[config.mk]
export PLATFORM = sky130hd
export DESIGN_NAME = stream_credit_tx
export DESIGN_NICKNAME = d
export VERILOG_FILES = /design/src/rtl/stream_credit_pkg.sv /design/src/rtl/stream_credit_pipe.sv /design/src/rtl/stream_credit_tx.sv
export SDC_FILE = /design/constraint.sdc
export NUM_CORES = 1
export LEC_CHECK = 0
export BUFFER_PORTS_ARGS = -buffer_cell sky130_fd_sc_hd__buf_2
export CAP_MARGIN = 20
export CORE_MARGIN = 1
export CORE_UTILIZATION = 40
export CTS_BUF_LIST = sky130_fd_sc_hd__clkbuf_16
export DETAILED_ROUTE_END_ITERATION = 7
export PLACE_DENSITY = 0.69
export SLEW_MARGIN = 40
export SYNTH_ARGS = -nofsm -noshare
export SYNTH_HDL_FRONTEND = slang
export SYNTH_SLANG_ARGS = --single-unit
[constraint.sdc]
create_clock -name clk_i -period 2.6 [get_ports clk_i]
set_input_delay 0.52 -clock clk_i [delete_from_list [all_inputs] [get_ports clk_i]]
set_output_delay 0.52 -clock clk_i [all_outputs]
set_load 0.005 [all_outputs]
[src/rtl/stream_credit_pkg.sv]
// rtl/stream_credit_pkg.sv - shared parameters and helpers for the credit-based stream link
package stream_credit_pkg;

  // Stage-count default shared by the transmitter and the receiver side
  localparam int DEFAULT_PIPE_STAGES = 2;

  typedef enum logic [1:0] {
    CNT_HOLD = 2'b00,
    CNT_RET  = 2'b01,
    CNT_PUSH = 2'b10,
    CNT_BOTH = 2'b11
  } cnt_op_e;

  function automatic int calc_cnt_width(input int credits);
    return $clog2(credits + 1);
  endfunction

endpackage

[src/rtl/stream_credit_pipe.sv]
// rtl/stream_credit_pipe.sv - valid-qualified shift register with flush clear
module stream_credit_pipe #(
  parameter int  DEPTH = 2,
  parameter type T     = logic
) (
  input  logic clk_i,
  input  logic rst_ni,
  input  logic flush_i,
  input  logic valid_i,
  input  T     data_i,
  output logic valid_o,
  output T     data_o
);

  if (DEPTH == 0) begin : g_bypass
    assign valid_o = valid_i;
    assign data_o  = data_i;
  end else begin : g_regs
    logic [DEPTH-1:0] valid_q;
    T                 data_q [DEPTH];
    logic [DEPTH-1:0] valid_in;
    T                 data_in [DEPTH];

    assign valid_in[0] = valid_i;
    assign data_in[0]  = data_i;
    for (genvar i = 1; i < DEPTH; i++) begin : g_chain
      assign valid_in[i] = valid_q[i-1];
      assign data_in[i]  = data_q[i-1];
    end

    // Data only moves with a valid beat, so idle stages keep their last payload
    always_ff @(posedge clk_i or negedge rst_ni) begin
      if (!rst_ni) begin
        valid_q <= '0;
        for (int i = 0; i < DEPTH; i++) begin
          data_q[i] <= '0;
        end
      end else begin
        for (int i = 0; i < DEPTH; i++) begin
          valid_q[i] <= valid_in[i] && !flush_i;
          if (valid_in[i]) begin
            data_q[i] <= data_in[i];
          end
        end
      end
    end

    assign valid_o = valid_q[DEPTH-1];
    assign data_o  = data_q[DEPTH-1];
  end

endmodule

[src/rtl/stream_credit_tx.sv]
// rtl/stream_credit_tx.sv - credit-metered valid-only link transmitter
// Optional overflow detection: define STREAM_CREDIT_TX_ERR_EN.
module stream_credit_tx
  import stream_credit_pkg::*;
#(
  parameter int  DATA_WIDTH         = 32,
  parameter type T                  = logic [DATA_WIDTH-1:0],
  parameter int  CREDITS            = 8,
  parameter int  PIPE_STAGES        = DEFAULT_PIPE_STAGES,
  parameter int  CREDIT_PIPE_STAGES = DEFAULT_PIPE_STAGES,
  parameter int  CNT_WIDTH          = calc_cnt_width(CREDITS)
) (
  input  logic                 clk_i,
  input  logic                 rst_ni,
  input  logic                 flush_i,
  input  T                     data_i,
  input  logic                 valid_i,
  output logic                 ready_o,
  output T                     data_o,
  output logic                 valid_o,
  input  logic                 credit_i,
  output logic [CNT_WIDTH-1:0] credits_o,
  output logic                 err_o
);

  localparam logic [CNT_WIDTH-1:0] CREDITS_C = CNT_WIDTH'(CREDITS);

  logic                 push;
  logic                 ret;
  logic                 credit_valid;
  logic                 credit_data;
  logic [CNT_WIDTH-1:0] cnt_q;
  logic [CNT_WIDTH-1:0] cnt_d;
  cnt_op_e              op;

  assign ready_o = (cnt_q != '0) && !flush_i;
  assign push    = valid_i && ready_o;

  stream_credit_pipe #(
    .DEPTH (PIPE_STAGES),
    .T     (T)
  ) u_fwd_pipe (
    .clk_i   (clk_i),
    .rst_ni  (rst_ni),
    .flush_i (flush_i),
    .valid_i (push),
    .data_i  (data_i),
    .valid_o (valid_o),
    .data_o  (data_o)
  );

  // The credit payload is a constant 1; the pulse is the valid bit
  stream_credit_pipe #(
    .DEPTH (CREDIT_PIPE_STAGES),
    .T     (logic)
  ) u_credit_pipe (
    .clk_i   (clk_i),
    .rst_ni  (rst_ni),
    .flush_i (flush_i),
    .valid_i (credit_i),
    .data_i  (1'b1),
    .valid_o (credit_valid),
    .data_o  (credit_data)
  );

  assign ret = credit_valid && credit_data;
  assign op  = cnt_op_e'({push, ret});

  always_comb begin
    cnt_d = cnt_q;
    if (flush_i) begin
      cnt_d = CREDITS_C;
    end else begin
      case (op)
        CNT_PUSH: cnt_d = cnt_q - 1'b1;
        CNT_RET:  if (cnt_q != CREDITS_C) cnt_d = cnt_q + 1'b1;
        default:  cnt_d = cnt_q;
      endcase
    end
  end

  always_ff @(posedge clk_i or negedge rst_ni) begin
    if (!rst_ni) begin
      cnt_q <= CREDITS_C;
    end else begin
      cnt_q <= cnt_d;
    end
  end

  assign credits_o = cnt_q;

`ifdef STREAM_CREDIT_TX_ERR_EN
  logic overflow;
  logic err_q;

  // A credit returned with the counter already full means the receiver miscounted
  assign overflow = (op == CNT_RET) && (cnt_q == CREDITS_C) && !flush_i;

  always_ff @(posedge clk_i or negedge rst_ni) begin
    if (!rst_ni) begin
      err_q <= 1'b0;
    end else if (overflow) begin
      err_q <= 1'b1;
    end
  end

  assign err_o = err_q;

  credit_overflow_a: assert property (@(posedge clk_i) disable iff (!rst_ni) !overflow);
`else
  assign err_o = 1'b0;
`endif

endmodule

==> results.cfg <==
[final_layout]
insertedDiodeCount = 0
area_growth_pct = 25.42
drive_above_1_share_pct = 56.66
fillers = 667
fin_nets = 329

[place]
gp_congestion = 0.8290
pre_cts_ws_ns = 0.1336
numPortBuffers = 74
hpwl_mm = 3.823

[floorplanning]
dieArea_um2 = 7970
io_pins = 76
die_w_um = 89.28
rows = 31
core_um2 = 7292
start_util_pct = 41.78
die-height_um = 89.28

[sta]
finalSetupViolCount = 0
hold_viol_final = 0
tightestPinTransition_ns = 0.6513
setup_tns_ns = 0
setup_ws_ns = 0.2688
grt_setup_unrepaired = no
period_share_pct = 89.66
min_period_ns = 2.331
skew_ns = 0.006207
max_freq_mhz = 429.0
final_max_slew_viol_count = 0
max_slew_margin_pct = 56.58

[critical_path]
critPathKind = register to register
required_ns = 2.82
cp_slowest_stage_delay_ns = 0.59
r2r_start = credits_o[3]
cp_data_arrival_time_ns = 2.55
worst-path-max-fanout = 5
worstReg2RegEnd = credits_o[1]
crit_slowest_cell = dfstp_2
critical_path.startpoint = credits_o[3]
end_kind = register
cp-start-kind = register
rrSetupSlack_ns = 0.27
cp_cell_sequence = nor4_4 > o21ai_0 > inv_1 > fa_1 > nor2b_1 > mux2i_1 > o22ai_1 > a221oi_1
reg2reg_depth = 8

[clock_network]
clock_sinks = 74
path_clk_slew_ns = 0.06
h-tree-depth = 3
clk-insertion-delay-late_ns = 0.32
cts_setup_buffers = 0
ctsHoldBuffers = 0
cts_buffers = 9
cts_root_buffer = clkbuf_16
cts_tree = built
clock_tree.buffer_depth = 2
cts_resized = 0

[worst_hold_path]
hp-class = input pin to asynchronous set/reset pin

[drt]
avgViaCountPerCell = 4.885
wl_mm = 5.599
antenna_left = 0
firstDrtPassIters = 4
drc = 0
drt_iter0_markers = 71
vias = 1915
drt-wirelength-per-cell_um = 14.28

[yosys]
netlist_area_um2 = 3047
yosys_warnings = 0
ys_ff_latch = 74
synth.distinct_cells = 36
syn_nets = 248
syn_area_per_cell_um2 = 14.65
yosysSeqAreaShare_pct = 60.82
netlist_instances = 208

[global_routing]
grt_pass1_vias = 1937
gr-total-overflow = 0
grt_usage_pct = 15.57
grt_pass1_wl_mm = 9.101
grt_max_degree = 75
antenna_found_initial = 0

[power_and_ir_drop]
fin_total_pwr_mw = 3.793
leakagePower_nw = 1.743
p_per_area_nw_per_um2 = 992.7
ir_drop_mv = 0.6310

[run]
drv_cap = 0

[run_status]
outcome = completed
## logic make-up (layout without fill, tap and decap cells)
family	count (synthesis)	count (layout)	share of synthesized area (%)
adder cells (fa/ha/maj)	3	3	1.478
flip-flops	74	74	60.82
multiplexers	68	68	25.05
buffers and inverters	17	102	3.162
AO/OA/AOI/OAI	19	19	4.148
other	1	1	0.1231
XOR/XNOR	2	2	0.5751
AND/OR/NAND/NOR	24	24	4.641
## flip-flops by register name, indices dropped and copies added, names as in the netlist
signal                        cells
credits_o                         4
u_credit_pipe.g_regs.data_in      1
u_fwd_pipe.g_regs.valid_q         2
u_fwd_pipe.data_o                32
u_credit_pipe.data_o              1
u_credit_pipe.g_regs.valid_q      2
u_fwd_pipe.g_regs.data_in        32
## layout by cell type (no fill, tap or decap), drive strengths merged
| master | instances |
|---|---|
| nand2b | 1 |
| conb | 1 |
| bufinv | 1 |
| o21ai | 5 |
| a41oi | 1 |
| o221ai | 1 |
| or3 | 2 |
| a2bb2oi | 2 |
| xnor2 | 1 |
| dfrtp | 73 |
| a221o | 1 |
| nor2 | 5 |
| clkinv | 1 |
| o22ai | 1 |
| nand2 | 3 |
| ha | 2 |
| xor2 | 1 |
| dfstp | 1 |
| mux2 | 66 |
| nor2b | 5 |
| a31o | 1 |
| a221oi | 1 |
| fa | 1 |
| inv | 7 |
| nand3 | 5 |
| a22oi | 1 |
| and2 | 1 |
| nor4 | 1 |
| clkbuf | 9 |
| mux2i | 2 |
| or2 | 1 |
| clkinvlp | 2 |
| a21oi | 5 |
| buf | 82 |
## where the power goes
part / internal (mW) / switching (mW) / leakage (nW)
clock network: 0.731 / 0.446 / 0.140
logic: 0.540 / 0.368 / 0.734
registers: 1.51 / 0.193 / 0.869
total: 2.79 / 1.01 / 1.74
## per-layer routing
| layer | GRT usage (%) | vias up | part of all wire [%] |
|---|---|---|---|
| met4 | 6.926 | 0 | 1.5 |
| met3 | 4.801 | 10 | 5.7 |
| met5 | 0 | - | 0 |
| li1 | - | 894 | - |
| met2 | 25.82 | 62 | 49 |
| met1 | 18.72 | 949 | 44 |
## how the worst max path moves through the flow
stage | to | cells past startpoint
floorplan | credits_o[1] | 9
global placement | credits_o[1] | 9
detailed placement | credits_o[1] | 9
global route | credits_o[1] | 8
finish | credits_o[1] | 8
CTS | credits_o[1] | 8
## layout make-up
class	count	area [um2]	area share (%)
flip-flops and latches	74	1853	48.49
multi-input cells	117	1102	28.85
repair buffers	82	436.7	11.43
clock buffers	9	225.2	5.894
well taps	99	123.9	3.242
clock inverters	6	61.31	1.604
inverters	5	18.77	0.4912
## synthesized netlist by cell type
cell / n / area [um2]
dfrtp_1: 73 / 1827
mux2_2: 66 / 743.2
a21oi_1: 5 / 25.02
clkbuf_1: 5 / 18.77
inv_1: 5 / 18.77
nand3_1: 5 / 25.02
nor2b_1: 5 / 31.28
o21ai_0: 5 / 25.02
nor2_1: 4 / 15.01
nand2_1: 3 / 11.26
a2bb2oi_1: 2 / 17.52
buf_2: 2 / 10.01
buf_6: 2 / 22.52
ha_1: 2 / 25.02
mux2i_1: 2 / 20.02
or3_1: 2 / 12.51
a221o_1: 1 / 10.01
a221oi_1: 1 / 8.760
a22oi_1: 1 / 7.510
a31o_2: 1 / 8.760
a41oi_1: 1 / 8.760
and2_1: 1 / 6.260
buf_4: 1 / 7.510
clkbuf_2: 1 / 5.000
clkbuf_8: 1 / 13.76
conb_1: 1 / 3.750
dfstp_2: 1 / 26.28
fa_1: 1 / 20.02
nand2b_1: 1 / 6.260
nor2_2: 1 / 6.260
nor4_4: 1 / 21.27
o221ai_1: 1 / 8.760
o22ai_1: 1 / 6.260
or2_2: 1 / 6.260
xnor2_1: 1 / 8.760
xor2_1: 1 / 8.760
## critical path: cells and delay by family, from the launching register on
family          cells  cell delay (ns)
buf+inv             1             0.10
compound gates      3             0.70
fa+ha+maj           1             0.49
mux                 1             0.13
simple gates        2             0.22
flops               1             0.59
## through the flow
stage                     instance area [um2]  hold WS [ns]  instances  utilization, %
after global routing                     3821        0.2649        392           52.40
final                                    3821        0.1966        392           52.40
after floorplan                          3047        0.2244        208               -
after global placement                   3531        0.4520        377           48.42
after CTS                                3821        0.2373        392           52.40
after detailed placement                 3535        0.4539        377           48.47
(Power assumes the default switching activity.)
